--- src/rtl/movement_ctrl_if.sv ---
// Button, detector and position/room signals shared between the hero
// movement controller and whatever drives or observes it.
interface movement_ctrl_if #(
    parameter int POS_W     = 10,
    parameter int NUM_ROOMS = 16
);
    localparam int ROOM_W = (NUM_ROOMS > 1) ? $clog2(NUM_ROOMS) : 1;

    logic                 u_arr;
    logic                 d_arr;
    logic                 l_arr;
    logic                 r_arr;
    logic                 collision;
    logic                 coll_miner;
    logic [NUM_ROOMS-1:0] death_flag;
    logic                 win_flag;
    logic [POS_W-1:0]     char_pos_x;
    logic [POS_W-1:0]     char_pos_y;
    logic [NUM_ROOMS-1:0] active;
    logic [ROOM_W-1:0]    room_idx;
    logic                 room_change;
    logic                 won;

    // Stimulus side: buttons and detectors out, position and room in.
    modport master (
        output u_arr, d_arr, l_arr, r_arr, collision, coll_miner, death_flag, win_flag,
        input  char_pos_x, char_pos_y, active, room_idx, room_change, won
    );

    // Controller side.
    modport slave (
        input  u_arr, d_arr, l_arr, r_arr, collision, coll_miner, death_flag, win_flag,
        output char_pos_x, char_pos_y, active, room_idx, room_change, won
    );
endinterface

--- src/rtl/movement_ctrl.sv ---
// Hero movement controller: steps the character one axis at a time from
// active-low arrows, rolls back on wall collision, walks between rooms at
// the top/bottom edges, respawns on death or miner rescue, freezes on win.
module movement_ctrl #(
    parameter int POS_W       = 10,
    parameter int NUM_ROOMS   = 16,
    parameter int INIT_X      = 175,
    parameter int INIT_Y      = 100,
    parameter int X_MIN       = 8,
    parameter int X_MAX       = 630,
    parameter int Y_TOP       = 40,
    parameter int Y_BOT       = 400,
    parameter int ENTRY_TOP   = 50,
    parameter int ENTRY_BOT   = 350,
    parameter int STEP        = 1,
    parameter int MOVE_DIV    = 1,
    parameter int RESPAWN_CYC = 4,
    parameter logic [NUM_ROOMS-1:0] DOWN_EXIT = '1,
    parameter logic [NUM_ROOMS-1:0] UP_EXIT   = ~NUM_ROOMS'(1),
    parameter logic [NUM_ROOMS-1:0] MINER_ADV = NUM_ROOMS'(34)
) (
    input  logic          clk_char,
    input  logic          rst_n,
    movement_ctrl_if.slave bus
);
    localparam int ROOM_W = (NUM_ROOMS > 1) ? $clog2(NUM_ROOMS) : 1;
    localparam int TICK_W = (MOVE_DIV > 1) ? $clog2(MOVE_DIV) : 1;
    localparam int HOLD_W = (RESPAWN_CYC > 0) ? $clog2(RESPAWN_CYC + 1) : 1;

    localparam logic [POS_W-1:0]  INIT_X_P    = POS_W'(INIT_X);
    localparam logic [POS_W-1:0]  INIT_Y_P    = POS_W'(INIT_Y);
    localparam logic [POS_W-1:0]  X_MIN_P     = POS_W'(X_MIN);
    localparam logic [POS_W-1:0]  X_MAX_P     = POS_W'(X_MAX);
    localparam logic [POS_W-1:0]  Y_TOP_P     = POS_W'(Y_TOP);
    localparam logic [POS_W-1:0]  Y_BOT_P     = POS_W'(Y_BOT);
    localparam logic [POS_W-1:0]  ENTRY_TOP_P = POS_W'(ENTRY_TOP);
    localparam logic [POS_W-1:0]  ENTRY_BOT_P = POS_W'(ENTRY_BOT);
    localparam logic [POS_W-1:0]  STEP_P      = POS_W'(STEP);
    localparam logic [ROOM_W-1:0] LAST_ROOM   = ROOM_W'(NUM_ROOMS - 1);
    localparam logic [TICK_W-1:0] TICK_LAST   = TICK_W'(MOVE_DIV - 1);
    localparam logic [HOLD_W-1:0] HOLD_INIT   = HOLD_W'(RESPAWN_CYC);

    typedef enum logic [1:0] {S_PLAY, S_RESPAWN, S_WON} state_t;

    state_t               state_reg, state_next;
    logic [HOLD_W-1:0]    hold_reg, hold_next;
    logic [TICK_W-1:0]    tick_reg, tick_next;
    logic [POS_W-1:0]     x_reg, x_next;
    logic [POS_W-1:0]     y_reg, y_next;
    logic [POS_W-1:0]     px_reg, px_next;
    logic [POS_W-1:0]     py_reg, py_next;
    logic [ROOM_W-1:0]    room_reg, room_next;
    logic [NUM_ROOMS-1:0] active_reg, active_next;
    logic                 room_change_reg, room_change_next;
    logic                 won_reg, won_next;

    logic                 step_tick;
    logic                 any_press;
    logic [POS_W-1:0]     x_left;
    logic [POS_W-1:0]     x_right;

    assign step_tick = (tick_reg == TICK_LAST);
    assign any_press = !(bus.u_arr && bus.d_arr && bus.l_arr && bus.r_arr);
    assign x_left    = ((x_reg - STEP_P) < X_MIN_P) ? X_MIN_P : (x_reg - STEP_P);
    assign x_right   = ((x_reg + STEP_P) > X_MAX_P) ? X_MAX_P : (x_reg + STEP_P);

    // One-hot room decode of the next room index.
    for (genvar gi = 0; gi < NUM_ROOMS; gi++) begin : g_onehot
        assign active_next[gi] = (room_next == ROOM_W'(gi));
    end

    assign room_change_next = (room_next != room_reg);
    assign won_next         = (state_next == S_WON);

    // Next state and datapath, highest-priority event first.
    always_comb begin
        state_next = state_reg;
        hold_next  = hold_reg;
        tick_next  = '0;
        x_next     = x_reg;
        y_next     = y_reg;
        px_next    = px_reg;
        py_next    = py_reg;
        room_next  = room_reg;
        if (bus.win_flag || state_reg == S_WON) begin
            state_next = S_WON;
        end else if (|bus.death_flag) begin
            state_next = S_RESPAWN;
            hold_next  = HOLD_INIT;
            room_next  = '0;
            x_next     = INIT_X_P;
            y_next     = INIT_Y_P;
            px_next    = INIT_X_P;
            py_next    = INIT_Y_P;
        end else if (state_reg == S_RESPAWN) begin
            if (hold_reg == '0) begin
                state_next = S_PLAY;
            end else begin
                hold_next = hold_reg - 1'b1;
            end
        end else begin
            tick_next = step_tick ? '0 : tick_reg + 1'b1;
            if (bus.coll_miner) begin
                if (MINER_ADV[room_reg] && room_reg != LAST_ROOM) begin
                    room_next = room_reg + 1'b1;
                end
                state_next = S_RESPAWN;
                hold_next  = HOLD_INIT;
                tick_next  = '0;
                x_next     = INIT_X_P;
                y_next     = INIT_Y_P;
                px_next    = INIT_X_P;
                py_next    = INIT_Y_P;
            end else if (y_reg >= Y_BOT_P) begin
                if (DOWN_EXIT[room_reg] && room_reg != LAST_ROOM) begin
                    room_next = room_reg + 1'b1;
                    y_next    = ENTRY_TOP_P;
                end else begin
                    y_next = Y_BOT_P - 1'b1;
                end
                px_next = x_reg;
                py_next = y_next;
            end else if (y_reg <= Y_TOP_P) begin
                if (UP_EXIT[room_reg] && room_reg != '0) begin
                    room_next = room_reg - 1'b1;
                    y_next    = ENTRY_BOT_P;
                end else begin
                    y_next = Y_TOP_P + 1'b1;
                end
                px_next = x_reg;
                py_next = y_next;
            end else if (bus.collision) begin
                // Undo the last step; the wall was entered by it.
                x_next = px_reg;
                y_next = py_reg;
            end else if (step_tick && any_press) begin
                px_next = x_reg;
                py_next = y_reg;
                if (!bus.u_arr) begin
                    y_next = y_reg - STEP_P;
                end else if (!bus.d_arr) begin
                    y_next = y_reg + STEP_P;
                end else if (!bus.l_arr) begin
                    x_next = x_left;
                end else begin
                    x_next = x_right;
                end
            end
        end
    end

    // State and output registers.
    always_ff @(posedge clk_char or negedge rst_n) begin
        if (!rst_n) begin
            state_reg       <= S_RESPAWN;
            hold_reg        <= HOLD_INIT;
            tick_reg        <= '0;
            x_reg           <= INIT_X_P;
            y_reg           <= INIT_Y_P;
            px_reg          <= INIT_X_P;
            py_reg          <= INIT_Y_P;
            room_reg        <= '0;
            active_reg      <= NUM_ROOMS'(1);
            room_change_reg <= 1'b0;
            won_reg         <= 1'b0;
        end else begin
            state_reg       <= state_next;
            hold_reg        <= hold_next;
            tick_reg        <= tick_next;
            x_reg           <= x_next;
            y_reg           <= y_next;
            px_reg          <= px_next;
            py_reg          <= py_next;
            room_reg        <= room_next;
            active_reg      <= active_next;
            room_change_reg <= room_change_next;
            won_reg         <= won_next;
        end
    end

    assign bus.char_pos_x  = x_reg;
    assign bus.char_pos_y  = y_reg;
    assign bus.active      = active_reg;
    assign bus.room_idx    = room_reg;
    assign bus.room_change = room_change_reg;
    assign bus.won         = won_reg;
endmodule

--- src/flat_wrapper.sv ---
// flat-port wrapper written by rule: the top's interface ports become plain ports
module movement_ctrl_flat 
#(
    parameter int POS_W       = 10,
    parameter int NUM_ROOMS   = 16,
    parameter int INIT_X      = 175,
    parameter int INIT_Y      = 100,
    parameter int X_MIN       = 8,
    parameter int X_MAX       = 630,
    parameter int Y_TOP       = 40,
    parameter int Y_BOT       = 400,
    parameter int ENTRY_TOP   = 50,
    parameter int ENTRY_BOT   = 350,
    parameter int STEP        = 1,
    parameter int MOVE_DIV    = 1,
    parameter int RESPAWN_CYC = 4,
    parameter logic [NUM_ROOMS-1:0] DOWN_EXIT = '1,
    parameter logic [NUM_ROOMS-1:0] UP_EXIT   = ~NUM_ROOMS'(1),
    parameter logic [NUM_ROOMS-1:0] MINER_ADV = NUM_ROOMS'(34)
)
  (clk_char, rst_n, bus_u_arr, bus_d_arr, bus_l_arr, bus_r_arr, bus_collision, bus_coll_miner, bus_death_flag, bus_win_flag, bus_char_pos_x, bus_char_pos_y, bus_active, bus_room_idx, bus_room_change, bus_won);
  movement_ctrl_if #(.POS_W(POS_W), .NUM_ROOMS(NUM_ROOMS)) bus_i ();
  input  logic clk_char;
  input  logic rst_n;
  input wire logic [$bits(bus_i.u_arr)-1:0] bus_u_arr;
  input wire logic [$bits(bus_i.d_arr)-1:0] bus_d_arr;
  input wire logic [$bits(bus_i.l_arr)-1:0] bus_l_arr;
  input wire logic [$bits(bus_i.r_arr)-1:0] bus_r_arr;
  input wire logic [$bits(bus_i.collision)-1:0] bus_collision;
  input wire logic [$bits(bus_i.coll_miner)-1:0] bus_coll_miner;
  input wire logic [$bits(bus_i.death_flag)-1:0] bus_death_flag;
  input wire logic [$bits(bus_i.win_flag)-1:0] bus_win_flag;
  output wire logic [$bits(bus_i.char_pos_x)-1:0] bus_char_pos_x;
  output wire logic [$bits(bus_i.char_pos_y)-1:0] bus_char_pos_y;
  output wire logic [$bits(bus_i.active)-1:0] bus_active;
  output wire logic [$bits(bus_i.room_idx)-1:0] bus_room_idx;
  output wire logic [$bits(bus_i.room_change)-1:0] bus_room_change;
  output wire logic [$bits(bus_i.won)-1:0] bus_won;
  assign bus_i.u_arr = bus_u_arr;
  assign bus_i.d_arr = bus_d_arr;
  assign bus_i.l_arr = bus_l_arr;
  assign bus_i.r_arr = bus_r_arr;
  assign bus_i.collision = bus_collision;
  assign bus_i.coll_miner = bus_coll_miner;
  assign bus_i.death_flag = bus_death_flag;
  assign bus_i.win_flag = bus_win_flag;
  assign bus_char_pos_x = bus_i.char_pos_x;
  assign bus_char_pos_y = bus_i.char_pos_y;
  assign bus_active = bus_i.active;
  assign bus_room_idx = bus_i.room_idx;
  assign bus_room_change = bus_i.room_change;
  assign bus_won = bus_i.won;
  movement_ctrl #(.POS_W(POS_W), .NUM_ROOMS(NUM_ROOMS), .INIT_X(INIT_X), .INIT_Y(INIT_Y), .X_MIN(X_MIN), .X_MAX(X_MAX), .Y_TOP(Y_TOP), .Y_BOT(Y_BOT), .ENTRY_TOP(ENTRY_TOP), .ENTRY_BOT(ENTRY_BOT), .STEP(STEP), .MOVE_DIV(MOVE_DIV), .RESPAWN_CYC(RESPAWN_CYC), .DOWN_EXIT(DOWN_EXIT), .UP_EXIT(UP_EXIT), .MINER_ADV(MINER_ADV)) u_core (.clk_char(clk_char), .rst_n(rst_n), .bus(bus_i));
endmodule
--- config.mk ---
export PLATFORM = sky130hd
export DESIGN_NAME = movement_ctrl_flat
export DESIGN_NICKNAME = d
export VERILOG_FILES = /design/src/rtl/movement_ctrl_if.sv /design/src/rtl/movement_ctrl.sv /design/src/flat_wrapper.sv
export SDC_FILE = /design/constraint.sdc
export NUM_CORES = 1
export LEC_CHECK = 0
export CAP_MARGIN = 40
export CORE_UTILIZATION = 45
export DETAILED_ROUTE_END_ITERATION = 16
export PLACE_DENSITY = 0.75
export SYNTH_ARGS = -nofsm -noshare
export SYNTH_HDL_FRONTEND = slang
export SYNTH_SLANG_ARGS = --single-unit
--- constraint.sdc ---
create_clock -name clk_char -period 2.33 [get_ports clk_char]
set_input_delay 0.466 -clock clk_char [delete_from_list [all_inputs] [get_ports clk_char]]
set_output_delay 0.466 -clock clk_char [all_outputs]
set_load 0.02 [all_outputs]
* Word-level counts from Yosys, hierarchy flattened
Memories as Yosys holds them, arrays and structs flattened.
Cells that the tools add are included.
** Word-level totals
- ROM bits :: 48
- Register bits after elaboration :: 68
- Memories kept :: 3
- Input bits :: 25
- Word-level logic and storage cells :: 141
- Output and inout port bits :: 42
** Memories
- (no name shown) :: depth 16, width 1, read ports 1, clocked after memory_dff 0, write ports 0, line movement_ctrl.sv:104 : if (MINER_ADV[room_reg] && room_reg != LAST_ROOM) begin
- (no name shown) :: depth 16, width 1, read ports 1, clocked after memory_dff 0, write ports 0, line movement_ctrl.sv:115 : if (DOWN_EXIT[room_reg] && room_reg != LAST_ROOM) begin
- (no name shown) :: depth 16, width 1, read ports 1, clocked after memory_dff 0, write ports 0, line movement_ctrl.sv:124 : if (UP_EXIT[room_reg] && room_reg != '0) begin
** Cells by class
- Equality and inequality tests :: 26
- Bitwise logic cells :: 2
- $lt $le $gt $ge :: 5
- Mux-type cells :: 63
- Reduce and logical (&&, ||, !) cells :: 23
- $add $sub $neg :: 8
** Operator list (count)
- $mux 10 :: 35
- $mux 4 :: 9
- $eq 4x4->1 const B :: 8
- $add 10x1->10 const B :: 2
- $sub 10x1->10 const B :: 2
- $mux 9 :: 2
- $eq 4x3->1 const B :: 4
- $reduce_bool 4->1 :: 4
- $reduce_or 16->1 :: 1
- $mux 3 :: 4
- $ge 10x9->1 const B :: 1
- $gt 10x10->1 const B :: 1
- $le 10x6->1 const B :: 1
- $lt 10x4->1 const B :: 1
- $mux 2 :: 5
- $ne 3x2->1 const B :: 3
- $eq 4x2->1 const B :: 2
- $mux 1 :: 8
- $reduce_and 4->1 :: 2
- $logic_and 1x1->1 :: 7
- $ne 7x2->1 const B :: 1
- $reduce_and 7->1 :: 1
- $reduce_bool 6->1 :: 1
- $lt 4x5->1 const B :: 1
- other kinds (19) :: 21

* Longest topological paths before layout
Gate-level depths: netlist of run 1.
- Depth in word-level cells :: 13
- Depth in mapped cells :: 10
- Mapped depth without buffers :: 10

* Worst setup path before layout of run 1
Ideal clock, no wire load.
- Path type :: reg-to-reg
- Start point :: register u_core.room_reg[2], in the netlist u_core.bus.room_idx[2]
- End point :: register u_core.active_reg[11], in the netlist u_core.bus.active[11]
- Arrival :: 2.637 ns
- Data required time :: 2.250 ns
- Setup time :: 0.080 ns
- Buffers on the path :: 1
- Cell stages (with the launch flop) :: 10
- Period minus slack after synthesis :: 2.717 ns
- Slack :: -0.387 ns
- Path through :: dfrtp_1 -> clkbuf_1 -> inv_1 -> ha_1 -> o21bai_1 -> a21oi_4 -> o31a_1 -> or4b_4 -> a21bo_1 -> nor3_2
** Between the ends
- Word-level cells in the longest chain between the ends :: 11
- Elaborated cells on any way between the ends :: 23
- Those cells by class :: add/sub (2); eq/ne (2); mux (12); reduce/logical (4); memory (3)
** RTL lines
- start, declared :: line movement_ctrl.sv:52 : logic [ROOM_W-1:0] room_reg, room_next;
- start signal, assigned :: line movement_ctrl.sv:174 : room_reg <= room_next;
- $mem_v2 16x1
- $mux 1 (not written as such) :: line movement_ctrl.sv:124
- $logic_and 1x1->1 :: line movement_ctrl.sv:124
- $mux 4 :: line movement_ctrl.sv:124
- $mux 4 :: line movement_ctrl.sv:123 : end else if (y_reg <= Y_TOP_P) begin
- $mux 4 :: line movement_ctrl.sv:114 : end else if (y_reg >= Y_BOT_P) begin
- $mux 4 :: line movement_ctrl.sv:103 : if (bus.coll_miner) begin
- $mux 4 :: line movement_ctrl.sv:95 : end else if (state_reg == S_RESPAWN) begin
- $mux 4 :: line movement_ctrl.sv:87 : end else if (|bus.death_flag) begin
- $mux 4 (*) :: line movement_ctrl.sv:85 : if (bus.win_flag || state_reg == S_WON) begin
- $eq 4x4->1 (*) :: line movement_ctrl.sv:69 : assign active_next[gi] = (room_next == ROOM_W'(gi));
- via u_core.active_next[11] :: line movement_ctrl.sv:53 : logic [NUM_ROOMS-1:0] active_reg, active_next;
- end signal, assigned :: line movement_ctrl.sv:175 : active_reg <= active_next;
- end, declared :: line movement_ctrl.sv:53
Mark *: on every way through the listed nets, which the timed path passes. The rest lies on a longest branch. The select of a mux whose other input is x is not followed.
A chain may end at the register's enable or synchronous reset.

* Worst setup path after layout of run 1
- Start point :: input bus_death_flag[12]
- End point :: register u_core.active_reg[11], in the netlist u_core.bus.active[11]
** Between the ends
- Word-level cells in the longest chain between the ends :: 4
** RTL lines
- start, declared :: line flat_wrapper.sv:31 : input wire logic [$bits(bus_i.death_flag)-1:0] bus_death_flag;
- $reduce_or 16->1 :: line movement_ctrl.sv:87
- $mux 4 :: line movement_ctrl.sv:87
- $mux 4 :: line movement_ctrl.sv:85
- $eq 4x4->1 :: line movement_ctrl.sv:69
- via u_core.active_next[11] :: line movement_ctrl.sv:53
The timed path passes the listed nets, and every way through them passes these cells.

==> results of run 1 <==
## through the flow
stage | hold slack, ps | instances | setup TNS (ps) | setup slack [ps] | power, mW
6_report | 165 | 871 | -39.4 | -22.6 | 4.00
5_1_grt | 208 | 871 | -1170 | -71.7 | 4.20
4_1_cts | 175 | 854 | -163 | -49.5 | 3.85
3_5_place_dp | 467 | 833 | -23060 | -549 | 2.76
3_3_place_gp | 456 | 833 | -17080 | -513 | 2.74
2_1_floorplan | 170 | 540 | -4.56 | -4.56 | 2.12
## worst max-delay path, stage by stage
cell and delay (ps):
clkdlybuf4s50_1 440, nor4_4 250, buf_4 150, nand4_1 270
nand2_1 170, or4b_4 510, a21bo_4 260, nor3_2 110
## cell usage after synthesis (6+ instances only)
| library cell | count | area [µm²] |
|---|---|---|
| nand2_1 | 71 | 267 |
| nor2_1 | 60 | 225 |
| dfrtp_1 | 46 | 1150 |
| o21ai_0 | 46 | 230 |
| a21oi_1 | 26 | 130 |
| clkbuf_1 | 24 | 90.1 |
| dfstp_2 | 21 | 552 |
| nor3_1 | 20 | 100 |
| ha_1 | 17 | 213 |
| inv_1 | 16 | 60.1 |
| nand3_1 | 13 | 65.1 |
| o211ai_1 | 11 | 82.6 |
| xnor2_1 | 11 | 96.3 |
| a21o_1 | 10 | 75.1 |
| a31oi_1 | 9 | 56.3 |
| nand4_1 | 8 | 50.1 |
| nor2b_1 | 7 | 43.8 |
| o31ai_1 | 7 | 52.6 |
| a211oi_1 | 6 | 45.0 |
| and3_1 | 6 | 37.5 |
| nor4_1 | 6 | 37.5 |
| o21a_1 | 6 | 45.0 |
## timing repair
item                                    CTS  global route
gates cloned                              0             1
pin swaps                                19            37
endpoints found under the setup margin   41            50
buffers inserted                          5            16
hold buffers                              0             0
resized for setup                        36            61
## worst max path at each step
stage	from	endpoint
after detailed placement	bus_death_flag[9]	u_core.bus.char_pos_y[8]
after floorplan	u_core.bus.room_idx[0]	u_core.bus.active[11]
after CTS	u_core.bus.room_idx[0]	u_core.bus.active[11]
after global placement	bus_death_flag[1]	u_core.bus.char_pos_y[8]
final	bus_death_flag[12]	u_core.bus.active[11]
after global routing	u_core.bus.char_pos_y[9]	u_core.bus.active[11]
## layer usage
layer / vias up / global-route usage [%] / share of wire, %
li1: 2362 / - / -
met1: 2412 / 35.7 / 43
met2: 212 / 48.2 / 48
met3: 53 / 5.06 / 6.3
met4: 0 / 11.8 / 2.9
met5: - / 0 / 0
## layout make-up
type	count	area share, %
inverters	16	0.849
multi-input cells	428	44.2
well taps	133	2.35
clock buffers	9	1.75
clock inverters	7	1.19
flip-flops and latches	67	24.2
repair buffers	211	25.5
## report_power, final
| part | leakage [nW] | total, mW | switching [mW] | internal [mW] |
|---|---|---|---|---|
| Combinational | 2.12 | 1.52 | 0.774 | 0.744 |
| Sequential | 0.838 | 1.45 | 0.122 | 1.33 |
| Clock | 0.102 | 1.03 | 0.518 | 0.513 |
| Total | 3.06 | 4.00 | 1.41 | 2.59 |
## cell families (layout without fill, tap and decap cells)
family,Yosys count,count (layout),share of synthesized area (%)
compound gates,166,166,24.8
xor+xnor,15,15,2.91
fa+ha+maj,18,18,5.15
buf+inv,45,243,3.85
flops,67,67,37.7
mux,7,7,1.60
simple gates,222,222,24.0
==> qor.tcl, run 1 <==
set qor(status) {complete, but fails checks}
set qor(violations) {negative setup slack}
set qor(synth_cells) 540
set qor(power_leakage_nw) 3.06
set qor(max_cap_viols) 0
set qor(grt_start_max_net_pins) 34
set qor(cts.path.max_buffers) 2
set qor(worst-path-max-fanout) 5
set qor(layout_commonest_cell) {buf_4}
set qor(proportion_of_synthesized_flip_flops_having_asynchronous_set_or_reset_pct) 100
set qor(timing.rr.end) {u_core.bus.active[11]}
set qor(rsz_0062_raised_after_global_routing) {yes}
set qor(postPlaceCellArea_mm2) 0.00626
set qor(synth_cell_type_count) 71
set qor(critPathKind) {in2reg}
set qor(final_skew_ps) 17.0
set qor(remaining_drc_errors) 0
set qor(synth_nets) 583
set qor(layout.cells.most_common_list) {buf_4 (134), nand2_1 (66), clkdlybuf4s50_1 (62), nor2_1 (54), o21ai_0 (42)}
set qor(post-dp-hpwl_um) 10700
set qor(worst_setup_path_end_kind) {register}
set qor(post-route-util_pct) 72.4
set qor(nets) 776
set qor(register_area_mm2) 0.00171
set qor(fmax_mhz) 425
set qor(pwr_density_cell_mw_per_mm2) 565
set qor(number_of_global_route_vias_before_repair) 4791
set qor(area_enclosed_by_the_die_boundary_mm2) 0.0105
set qor(holdCritPathClass) {in2async}
set qor(detailedRoute.firstIterationViolations) 259
set qor(total_length_of_routed_wires_um) 15100
set qor(cts_buffers) 9
set qor(routed_wire_length_per_instance_um) 17.3
set qor(finalCritPeriodShare_pct) 101
set qor(yosys_most_used_dff) {dfrtp_1}
set qor(rr_startpoint) {u_core.bus.room_idx[0]}
set qor(design_area_mm2) 0.00707
set qor(standard_cell_row_count) 36
set qor(number_of_h_tree_levels) 3
set qor(period_needed_ps) 2350
set qor(seq_area_frac_synth_pct) 37.7
set qor(initial_antenna_violation_count) 0
set qor(area_growth_syn_to_layout_pct) 56.4
set qor(fin_ws_ps) -22.6
set qor(cts.sink_count) 67
set qor(synth.avg_cell_area_um2) 8.37
set qor(setup_crit_start_kind) {primary input}
set qor(pin_count) 67
set qor(gpl.final_weighted_congestion) 0.944
set qor(final-setup-viol-count) 2
set qor(yosys_warnings) 0
set qor(share_of_post_route_cells_with_drive_strength_above_1_pct) 37.9
set qor(insertion_delay_to_the_later_sink_of_the_worst_skew_pair_ps) 360
set qor(syn_area_mm2) 0.00452
set qor(fp.dieW_um) 102
set qor(ctsRootBufferMaster) {clkbuf_8}
set qor(filler_instances) 730
set qor(port-buffer-count) 66
set qor(worst_setup_hold_path_clk_slew_ps) 90
set qor(largest_register_ffs) 16
set qor(grt-ovfl-total) 0
set qor(critical_path_required_time_ps) 2610
set qor(slack_of_the_worst_reg_to_reg_path_ps) -10
set qor(tightest_slew_ps) 735
set qor(ys_seq_elements) 67
set qor(ant_nets) 0
set qor(floorplan_core_area_mm2) 0.00977
set qor(largest_voltage_drop_on_the_vdd_net_uv) 421
set qor(hold_viol) 0
set qor(antenna-diode-count) 0
set qor(synth-edff-count) 0
set qor(initial_cell_density_of_the_core_pct) 46.3
set qor(global_route_wire_length_before_repair_um) 22900
set qor(dr.pass1.iters) 6
set qor(data_arrival_time_of_the_critical_path_ps) 2630
set qor(footprint_of_the_multi_input_gates_mm2) 0.00312
set qor(grt.total_usage_pct) 28.4
set qor(r2r.worst_path.cells) 9
set qor(fp.dieH_um) 102
set qor(detailroute.via_count) 5039
set qor(final-max-slew-violation-count) 0
set qor(routed_vias_inst) 5.79
set qor(maxSlewHeadroom_pct) 51.0
set qor(cts_tree) {built}
Power figures use the tool's default switching activity.
==> run 2, diff against run 1 <==
--- a/config.mk
+++ b/config.mk
@@ -9,6 +9,7 @@
 export CORE_UTILIZATION = 45
 export DETAILED_ROUTE_END_ITERATION = 16
 export PLACE_DENSITY = 0.75
+export SLEW_MARGIN = 20
 export SYNTH_ARGS = -nofsm -noshare
 export SYNTH_HDL_FRONTEND = slang
 export SYNTH_SLANG_ARGS = --single-unit
==> results of run 2 <==
Same layout as run 1: the final DEF is identical, and so are final timing and power.
